`src/rtl/stream_source.sv`:
```
// Valid/ready burst generator: emits `beats` values seed, seed+step, ... with `gap` idle cycles between beats.
// Optional STREAM_SOURCE_LFSR_EN adds a lfsr_mode input selecting a Galois LFSR sequence instead of the adder.
module stream_source #(
    parameter int                    WIDTH     = 8,
    parameter int                    CNT_W     = 8,
    parameter int                    GAP_W     = 4,
    parameter logic [WIDTH-1:0]      LFSR_TAPS = WIDTH'(8'hB8)
) (
    input  logic              clk,
    input  logic              reset,
    input  logic              start,
    input  logic [WIDTH-1:0]  seed,
    input  logic [WIDTH-1:0]  step,
    input  logic [CNT_W-1:0]  beats,
    input  logic [GAP_W-1:0]  gap,
`ifdef STREAM_SOURCE_LFSR_EN
    input  logic              lfsr_mode,
`endif
    output logic [WIDTH-1:0]  out_data,
    output logic              out_valid,
    input  logic              out_ready,
    output logic              busy,
    output logic              done,
    output logic [CNT_W-1:0]  sent_count
);

    typedef enum logic [1:0] {
        IDLE = 2'd0,
        SEND = 2'd1,
        GAP  = 2'd2
    } state_t;

    state_t             state_r;
    state_t             state_s;
    logic [WIDTH-1:0]   data_r;
    logic [WIDTH-1:0]   data_s;
    logic               valid_r;
    logic               busy_r;
    logic               done_r;
    logic               done_s;
    logic [CNT_W-1:0]   count_r;
    logic [CNT_W-1:0]   count_s;
    logic [WIDTH-1:0]   step_r;
    logic [WIDTH-1:0]   step_s;
    logic [CNT_W-1:0]   beats_r;
    logic [CNT_W-1:0]   beats_s;
    logic [GAP_W-1:0]   gap_r;
    logic [GAP_W-1:0]   gap_s;
    logic [GAP_W-1:0]   gap_cnt_r;
    logic [GAP_W-1:0]   gap_cnt_s;
    logic [CNT_W-1:0]   count_inc_s;
    logic [WIDTH-1:0]   first_s;
    logic [WIDTH-1:0]   next_data_s;
    logic               mode_r;
    logic               mode_s;
    logic               mode_in_s;

`ifdef STREAM_SOURCE_LFSR_EN
    assign mode_in_s = lfsr_mode;

    // Next sequence value: Galois LFSR shift or modular add.
    function automatic logic [WIDTH-1:0] next_value(
        input logic [WIDTH-1:0] prev,
        input logic [WIDTH-1:0] inc,
        input logic             lfsr
    );
        logic [WIDTH-1:0] res;
        if (lfsr) begin
            res = (prev >> 1) ^ (prev[0] ? LFSR_TAPS : {WIDTH{1'b0}});
        end else begin
            res = prev + inc;
        end
        return res;
    endfunction

    // A zero LFSR state never leaves zero, so substitute 1.
    function automatic logic [WIDTH-1:0] first_value(
        input logic [WIDTH-1:0] s,
        input logic             lfsr
    );
        logic [WIDTH-1:0] res;
        if (lfsr && (s == {WIDTH{1'b0}})) begin
            res = WIDTH'(1'b1);
        end else begin
            res = s;
        end
        return res;
    endfunction
`else
    logic [WIDTH-1:0] unused_taps_s;
    assign unused_taps_s = LFSR_TAPS;
    assign mode_in_s     = 1'b0;

    // Next sequence value: modular add only in this build.
    function automatic logic [WIDTH-1:0] next_value(
        input logic [WIDTH-1:0] prev,
        input logic [WIDTH-1:0] inc,
        input logic             lfsr
    );
        logic unused_lfsr;
        unused_lfsr = lfsr;
        return prev + inc;
    endfunction

    // Seed is used unchanged in this build.
    function automatic logic [WIDTH-1:0] first_value(
        input logic [WIDTH-1:0] s,
        input logic             lfsr
    );
        logic unused_lfsr;
        unused_lfsr = lfsr;
        return s;
    endfunction
`endif

    assign count_inc_s = count_r + CNT_W'(1'b1);
    assign first_s     = first_value(seed, mode_in_s);
    assign next_data_s = next_value(data_r, step_r, mode_r);

    // Next-state and next-output logic for the burst FSM.
    always_comb begin
        state_s   = state_r;
        data_s    = data_r;
        count_s   = count_r;
        gap_cnt_s = gap_cnt_r;
        done_s    = 1'b0;
        step_s    = step_r;
        beats_s   = beats_r;
        gap_s     = gap_r;
        mode_s    = mode_r;
        case (state_r)
            IDLE: begin
                if (start) begin
                    count_s = {CNT_W{1'b0}};
                    if (beats != {CNT_W{1'b0}}) begin
                        step_s  = step;
                        beats_s = beats;
                        gap_s   = gap;
                        mode_s  = mode_in_s;
                        data_s  = first_s;
                        state_s = SEND;
                    end else begin
                        done_s  = 1'b1;
                        state_s = IDLE;
                    end
                end else begin
                    state_s = IDLE;
                end
            end
            SEND: begin
                if (out_ready) begin
                    count_s = count_inc_s;
                    if (count_inc_s == beats_r) begin
                        done_s  = 1'b1;
                        state_s = IDLE;
                    end else if (gap_r == {GAP_W{1'b0}}) begin
                        data_s  = next_data_s;
                        state_s = SEND;
                    end else begin
                        gap_cnt_s = gap_r;
                        state_s   = GAP;
                    end
                end else begin
                    state_s = SEND;
                end
            end
            GAP: begin
                // The count loaded on entry equals the number of idle cycles still owed.
                if (gap_cnt_r == GAP_W'(1'b1)) begin
                    gap_cnt_s = {GAP_W{1'b0}};
                    data_s    = next_data_s;
                    state_s   = SEND;
                end else begin
                    gap_cnt_s = gap_cnt_r - GAP_W'(1'b1);
                    state_s   = GAP;
                end
            end
            default: begin
                state_s = IDLE;
            end
        endcase
    end

    // State, latched burst parameters and registered outputs.
    always_ff @(posedge clk or negedge reset) begin
        if (!reset) begin
            state_r   <= IDLE;
            data_r    <= {WIDTH{1'b0}};
            valid_r   <= 1'b0;
            busy_r    <= 1'b0;
            done_r    <= 1'b0;
            count_r   <= {CNT_W{1'b0}};
            step_r    <= {WIDTH{1'b0}};
            beats_r   <= {CNT_W{1'b0}};
            gap_r     <= {GAP_W{1'b0}};
            gap_cnt_r <= {GAP_W{1'b0}};
            mode_r    <= 1'b0;
        end else begin
            state_r   <= state_s;
            data_r    <= data_s;
            valid_r   <= (state_s == SEND);
            busy_r    <= (state_s != IDLE);
            done_r    <= done_s;
            count_r   <= count_s;
            step_r    <= step_s;
            beats_r   <= beats_s;
            gap_r     <= gap_s;
            gap_cnt_r <= gap_cnt_s;
            mode_r    <= mode_s;
        end
    end

    assign out_data   = data_r;
    assign out_valid  = valid_r;
    assign busy       = busy_r;
    assign done       = done_r;
    assign sent_count = count_r;

endmodule

```
`config.mk`:
```
export PLATFORM = sky130hd
export DESIGN_NAME = stream_source
export DESIGN_NICKNAME = d
export VERILOG_FILES = /design/src/rtl/stream_source.sv
export SDC_FILE = /design/constraint.sdc
export NUM_CORES = 1
export LEC_CHECK = 0
export ABC_AREA = 1
export CAP_MARGIN = 20
export CORE_ASPECT_RATIO = 0.75
export CORE_MARGIN = 4
export CORE_UTILIZATION = 54
export CTS_BUF_LIST = sky130_fd_sc_hd__clkbuf_4 sky130_fd_sc_hd__clkbuf_8
export CTS_CLUSTER_SIZE = 20
export DETAILED_ROUTE_END_ITERATION = 8
export PLACE_DENSITY_LB_ADDON = 0.05
export SLEW_MARGIN = 5
export SYNTH_ARGS = -nofsm -noshare
export SYNTH_HDL_FRONTEND = slang
export SYNTH_SLANG_ARGS = --single-unit
```
`constraint.sdc`:
```
create_clock -name clk -period 2.1 [get_ports clk]
set_input_delay 0.63 -clock clk [delete_from_list [all_inputs] [get_ports clk]]
set_output_delay 0.63 -clock clk [all_outputs]
set_load 0.05 [all_outputs]
```
==> results of run 1 <==
## placed cells by master, fill, tap and decap left out, types with 2 or more instances in the layout
cell type / n
clkbuf_4: 3
clkbuf_8: 5
nor2_1: 13
nor2_4: 2
xnor2_1: 3
clkdlybuf4s50_1: 30
nand2_2: 6
nand3_1: 36
xor2_1: 3
inv_1: 49
dfrtp_1: 45
o22ai_1: 8
a31oi_1: 3
ha_1: 14
nand2_1: 130
nand2_4: 2
nand4_1: 4
o21ai_0: 20
buf_4: 36
nand3b_1: 3
a21oi_1: 5
## stage by stage
stage | util | instance area (sq um) | power (uW)
finish | 0.711 | 3460 | 5130
global route | 0.711 | 3460 | 5590
CTS | 0.710 | 3460 | 5130
detailed placement | 0.691 | 3370 | 4560
global placement | 0.691 | 3370 | 4500
floorplan | - | 2710 | 3630
## worst max-delay path by stage
| stage | from | end | cells past startpoint |
|---|---|---|---|
| after floorplan | out_data[0]$_DFFE_PN0P_ | out_data[4]$_DFFE_PN0P_ | 10 |
| after global placement | start | out_data[4]$_DFFE_PN0P_ | 10 |
| after detailed placement | beats[3] | step_r[6]$_DFFE_PN0P_ | 10 |
| after CTS | beats[3] | step_r[6]$_DFFE_PN0P_ | 10 |
| after global routing | start | out_data[1]$_DFFE_PN0P_ | 10 |
| final | start | out_data[4]$_DFFE_PN0P_ | 10 |
## logic make-up after synthesis
group                      count (synthesis)  synth area share
and+or+nand+nor                          201             0.332
buffers and inverters                     54            0.0752
DFF                                       45             0.415
AOI/OAI and AO/OA                         41            0.0863
adders and majority gates                 15            0.0720
xor gates and xnor gates                   6            0.0194
## where the power goes
group          leakage, uW  internal, uW  switching (uW)
registers         0.000570          1230             246
clock network    0.0000498           276             288
logic              0.00118          1160            1940
total              0.00180          2660            2470
## layer usage
metal  GRT usage  vias up
met2       0.335       65
li1            -     1299
met3      0.0499        7
met5           0        -
met1       0.304     1138
met4      0.0476        0
## flip-flops by register name (all words and copies together) (netlist names)
name        cells
state_r         2
beats_r         8
out_valid       1
gap_r           4
done            1
step_r          8
busy            1
out_data        8
gap_cnt_r       4
sent_count      8
## area by class of cell
| cell class | instances | area (sq um) | share of cell area |
|---|---|---|---|
| repair buffers | 68 | 596 | 0.172 |
| inverters | 50 | 188 | 0.0542 |
| well taps | 60 | 75.1 | 0.0217 |
| clock buffers | 8 | 91.3 | 0.0264 |
| multi-input cells | 263 | 1390 | 0.401 |
| flip-flops and latches | 45 | 1130 | 0.325 |
==> flow_summary_export.csv, run 1 <==
group,metric,value,unit
run_status,outcome,"finished clean",
clock_network,cts_max_path_buffers,2,
synthesis,ys_seq_area_frac,0.415,
placed_design,numPortBuffers,50,
timing,slew_violations,0,
synthesis,yosysMostFrequentCell,"nand2_1",
global_routing,grt_usage,0.214,
synthesis,synth_edf_count,0,
setup_path,slowest_delay,0.49,ns
timing,whs,0.349,ns
clock_network,cts_tree,"done",
clock_network,numCtsBuffers,5,
synthesis,synthCells,362,
floorplanning,boundaryPins,51,
synthesis,async_flop_share,1.00,
detailed_routing,wirelength,6.35,mm
pwr,leakagePower,0.00180,uW
setup_path,r2r-start,"out_data[0]$_DFFE_PN0P_",
clock_network,htreeDepth,2,
global_routing,grt-ovfl-total,0,
synthesis,yosysTopAreaCell,"dfrtp_1",
setup_path,critPathCaptureType,"register",
global_routing,grt_pass1_wl,10.9,mm
placed_design,routabilityCongestion,0.921,
global_routing,antenna_found_initial,0,
detailed_routing,drt_first_iter_violations,123,
cells_and_area,drive_gt1_frac,0.147,
timing,finalWorstSetupSlack,0.115,ns
detailed_routing,drtPass1Iterations,4,
global_routing,grt_max_degree,29,
timing,grt_setup_unrepaired,"no",
detailed_routing,wl_per_cell,12.8,um
detailed_routing,dr_wl_met3,386,um
clock_network,cts_resized,0,
timing,setup_viol,0,
detailed_routing,viasPerCell,5.08,
cells_and_area,area_growth,27.7,%
floorplanning,die_y,69.4,um
timing,fin_crit_sh,0.945,
setup_path,arrival,2.22,ns
clock_network,cts.clk_slew.worst_paths,0.08,ns
clock_network,ctsHoldBuffers,0,
clock_network,postCtsSetupBuffers,0,
detailed_routing,antenna_left,0,
timing,skew,0.00382,ns
floorplanning,die_w,89.8,um
setup_path,crit_top_cell,"nand2_1",
synthesis,syn_nets,409,
synthesis,syn_area,2710,sq um
setup_path,crit_buf_inv,4,
cells_and_area,final_cells,494,
setup_path,r2r_setup_slack,0.17,ns
timing,max_freq,504,MHz
synthesis,synth_top_cells_by_area,"dfrtp_1 42%, nand2_1 18%, inv_1 6.8%, nand3_1 6.6%, ha_1 6.5%",
setup_path,cp.required,2.34,ns
setup_path,cpMaxStageDelayCell,"clkdlybuf4s50_1",
pwr,p_per_area,1480,nW/um^2
timing,final_hold_viol_count,0,
floorplanning,num_rows,22,
synthesis,ys.flop_type,"dfrtp_1",
timing,setup_tns,0,ns
floorplanning,fp.dieArea,6230,sq um
detailed_routing,drc,0,
placed_design,dp.cells,486,
detailed_routing,wl_met2,2.79,mm
pwr,vdd_drop_max,0.947,mV
detailed_routing,met1Wirelength,3.11,mm
cells_and_area,fillCellCount,408,
timing,relSlewSlack,0.571,
setup_path,worst_r2r_path_depth,10,
cells_and_area,nets,480,
synthesis,synth_top_area_share,0.415,
synthesis,synth-seq-cells,45,
detailed_routing,routed-via-count,2509,
synthesis,synthTopCellsByCount,"130 x nand2_1, 49 x inv_1, 45 x dfrtp_1, 36 x nand3_1, 20 x o21ai_0",
setup_path,start_kind,"input pin",
setup_path,path_cells,"clkdlybuf4s50_1, inv_1, nand2_1, nand2_1, inv_1, nand4_1, a21oi_2, buf_4, nand3_1, nand2_1",
detailed_routing,top_layer_used,"met4",
hold_path,worst_hold_path_type,"input pin to async pin",
clock_network,insertion_delay,0.30,ns
floorplanning,core,4870,sq um
synthesis,ys_types,31,
timing,layout_min_cycle_time,1.99,ns
floorplanning,initial_core_util,0.556,
clock_network,cts_root_buf,"clkbuf_8",
setup_path,worst-setup-path-type,"input pin to register",
setup_path,cp_max_fo,5,
setup_path,cpLargestDelayFamily,"buffers and inverters",
placed_design,post-place-ws,-0.240,ns
setup_path,timing.rr.end,"out_data[4]$_DFFE_PN0P_",
cells_and_area,n_antenna_cell,0,
timing,worst_pin_slew,0.644,ns
synthesis,yosysWarnings,0,
run,maxCapViolCount,0,
clock_network,cts.sinks,45,
global_routing,grt_pass1_vias,2338,
synthesis,syn_avg_cell_area,7.49,sq um
placed_design,dp_hpwl,5.12,mm
No activity file was read; power rests on OpenSTA's default activity.
==> run 2, diff against run 1 <==
==> constraint.sdc (replaced) <==
create_clock -name clk -period 2.1 [get_ports clk]
set_input_delay 0.63 -clock clk [delete_from_list [all_inputs] [get_ports clk]]
set_output_delay 0.63 -clock clk [all_outputs]
set_load 0.02 [all_outputs]
==> run 2 against run 1 <==
Effect of this change:
- worst hold slack better by 0.011 ns
- combinational power down 6%
- count of clock-buffer cells in the layout unchanged
- via count up 0.28%
- non-clock buffer count unchanged
- critical endpoint is now sent_count[0]
- highest routed layer unchanged
- register-to-register slack about the same
- global-route usage up 1.1 points
- setup slack worse by 0.040 ns
- critical path type is now register to output port
- power down 3.3%
- die area unchanged
- sequential power about the same
==> flow_summary_export.csv, run 2 (same netlist as run 1, synthesis figures left out) <==
group,metric,value,unit
run,maxCapViolCount,0,
setup_path,r2r-start,"out_data[0]$_DFFE_PN0P_",
setup_path,start_kind,"register",
setup_path,cp.required,1.47,ns
clock_network,cts_root_buf,"clkbuf_8",
placed_design,post-place-ws,-0.148,ns
timing,worst_pin_slew,0.663,ns
setup_path,critPathCaptureType,"output port",
clock_network,insertion_delay,0.30,ns
clock_network,cts.sinks,45,
pwr,power_frac_seq,0.296,
pwr,leakagePower,0.00177,uW
timing,setup_tns,0,ns
global_routing,grt_pass1_wl,11.4,mm
clock_network,cts.clk_slew.worst_paths,0.08,ns
setup_path,crit_start,"sent_count[0]$_DFFE_PN0P_",
clock_network,postCtsSetupBuffers,0,
timing,slew_violations,0,
cells_and_area,nets,480,
timing,setup_viol,0,
timing,max_freq,494,MHz
detailed_routing,wirelength,6.57,mm
cells_and_area,layout_commonest_cell,"nand2_1",
global_routing,antenna_found_initial,0,
cells_and_area,fillCellCount,409,
cells_and_area,fin_area,3510,sq um
pwr,p_int,2700,uW
detailed_routing,routed-via-count,2516,
clock_network,cts_tree,"done",
pwr,p_clk_frac,0.114,
timing,relSlewSlack,0.558,
setup_path,cp_max_fo,5,
timing,layout_min_cycle_time,2.03,ns
clock_network,numCtsBuffers,5,
hold_path,worst_hold_path_type,"input pin to async pin",
floorplanning,initial_core_util,0.556,
setup_path,worst-setup-path-type,"register to output port",
placed_design,routabilityCongestion,0.899,
pwr,p_sw_frac,0.455,
timing,fin_crit_sh,0.964,
global_routing,grt-ovfl-total,0,
pwr,vdd_drop_max,0.838,mV
run_status,outcome,"finished clean",
detailed_routing,drc,0,
cells_and_area,area_growth,29.5,%
timing,final_hold_viol_count,0,
timing,skew,0.00628,ns
global_routing,grt_pass1_vias,2461,
timing,grt_setup_unrepaired,"no",
floorplanning,die_y,69.4,um
detailed_routing,antenna_left,0,
detailed_routing,drt_first_iter_violations,113,
floorplanning,boundaryPins,51,
floorplanning,die_w,89.8,um
floorplanning,fp.dieArea,6230,sq um
clock_network,cts_max_path_buffers,2,
cells_and_area,n_antenna_cell,0,
placed_design,postPlaceCellArea,3410,sq um
global_routing,grt_usage,0.225,
clock_network,htreeDepth,2,
timing,finalWorstSetupSlack,0.0747,ns
detailed_routing,viasPerCell,5.09,
placed_design,dp_hpwl,5.17,mm
global_routing,grt_max_degree,29,
setup_path,arrival,1.40,ns
pwr,p_sw,2260,uW
floorplanning,num_rows,22,
cells_and_area,drive_gt1_frac,0.104,
cells_and_area,final_cell_mix,"130 x nand2_1, 49 x inv_1, 49 x clkdlybuf4s50_1, 45 x dfrtp_1, 36 x nand3_1",
placed_design,numPortBuffers,50,
detailed_routing,wl_per_cell,13.3,um
pwr,power_frac_comb,0.589,
detailed_routing,drtPass1Iterations,4,
floorplanning,core,4870,sq um
pwr,p_per_area,1410,nW/um^2
-- run 2: cell types whose count changed in the layout (fill, tap and decap cells not counted) --
cell and change:
buf_4 -19, clkdlybuf4s50_1 +19
-- run 2: timing repair --
action,4_1_cts,5_1_grt
hold buffers,0,0
hold endpoints to repair,0,0
gates resized for setup,0,1
endpoints found under the setup margin,0,1
-- run 2: cell type report --
type                    count  area (sq um)  area share
multi-input cells         263          1390       0.395
flip-flops and latches     45          1130       0.321
repair buffers             68           643       0.183
inverters                  50           188      0.0535
clock buffers               8          91.3      0.0260
well taps                  60          75.1      0.0214
-- run 2: metal layers --
layer | global-route usage | part of all wire | up-vias
li1 | - | - | 1295
met1 | 0.312 | 0.49 | 1162
met2 | 0.361 | 0.46 | 55
met3 | 0.0445 | 0.043 | 4
met4 | 0.0629 | 0.0067 | 0
met5 | 0 | 0 | -
-- run 2: worst paths after layout --
path	slack [ns]	depth (start not counted)	end
worst max-delay path	0.07	2	sent_count[0]
worst min-delay path	0.36	1	out_data[2]$_DFFE_PN0P_
worst max register to register	0.17	10	out_data[4]$_DFFE_PN0P_
worst min register to register	0.48	2	step_r[0]$_DFFE_PN0P_
max in group asynchronous	1.13	2	beats_r[0]$_DFFE_PN0P_
min in group clk	0.48	2	step_r[0]$_DFFE_PN0P_
-- run 2: power by group through the flow --
stage | sequential (uW) | clock (uW) | combinational (uW)
after floorplan | 1570 | 0 | 1810
after global placement | 1470 | 0 | 2790
after detailed placement | 1480 | 0 | 2880
after CTS | 1470 | 575 | 2900
after global routing | 1520 | 628 | 3280
final | 1470 | 567 | 2920
-- run 2: metrics by stage --
step / util / hold WS, ns / instances / total power [uW]
6_report: 0.721 / 0.360 / 494 / 4960
5_1_grt: 0.721 / 0.406 / 494 / 5430
4_1_cts: 0.719 / 0.381 / 494 / 4940
3_5_place_dp: 0.701 / 0.468 / 486 / 4360
3_3_place_gp: 0.701 / 0.462 / 486 / 4270
2_1_floorplan: - / 0.334 / 362 / 3380
-- run 2: worst max-delay path, stage by stage, from the launching register on --
cell,delay (ns)
dfrtp_1,0.36
buf_4,0.14
clkdlybuf4s50_1,0.60
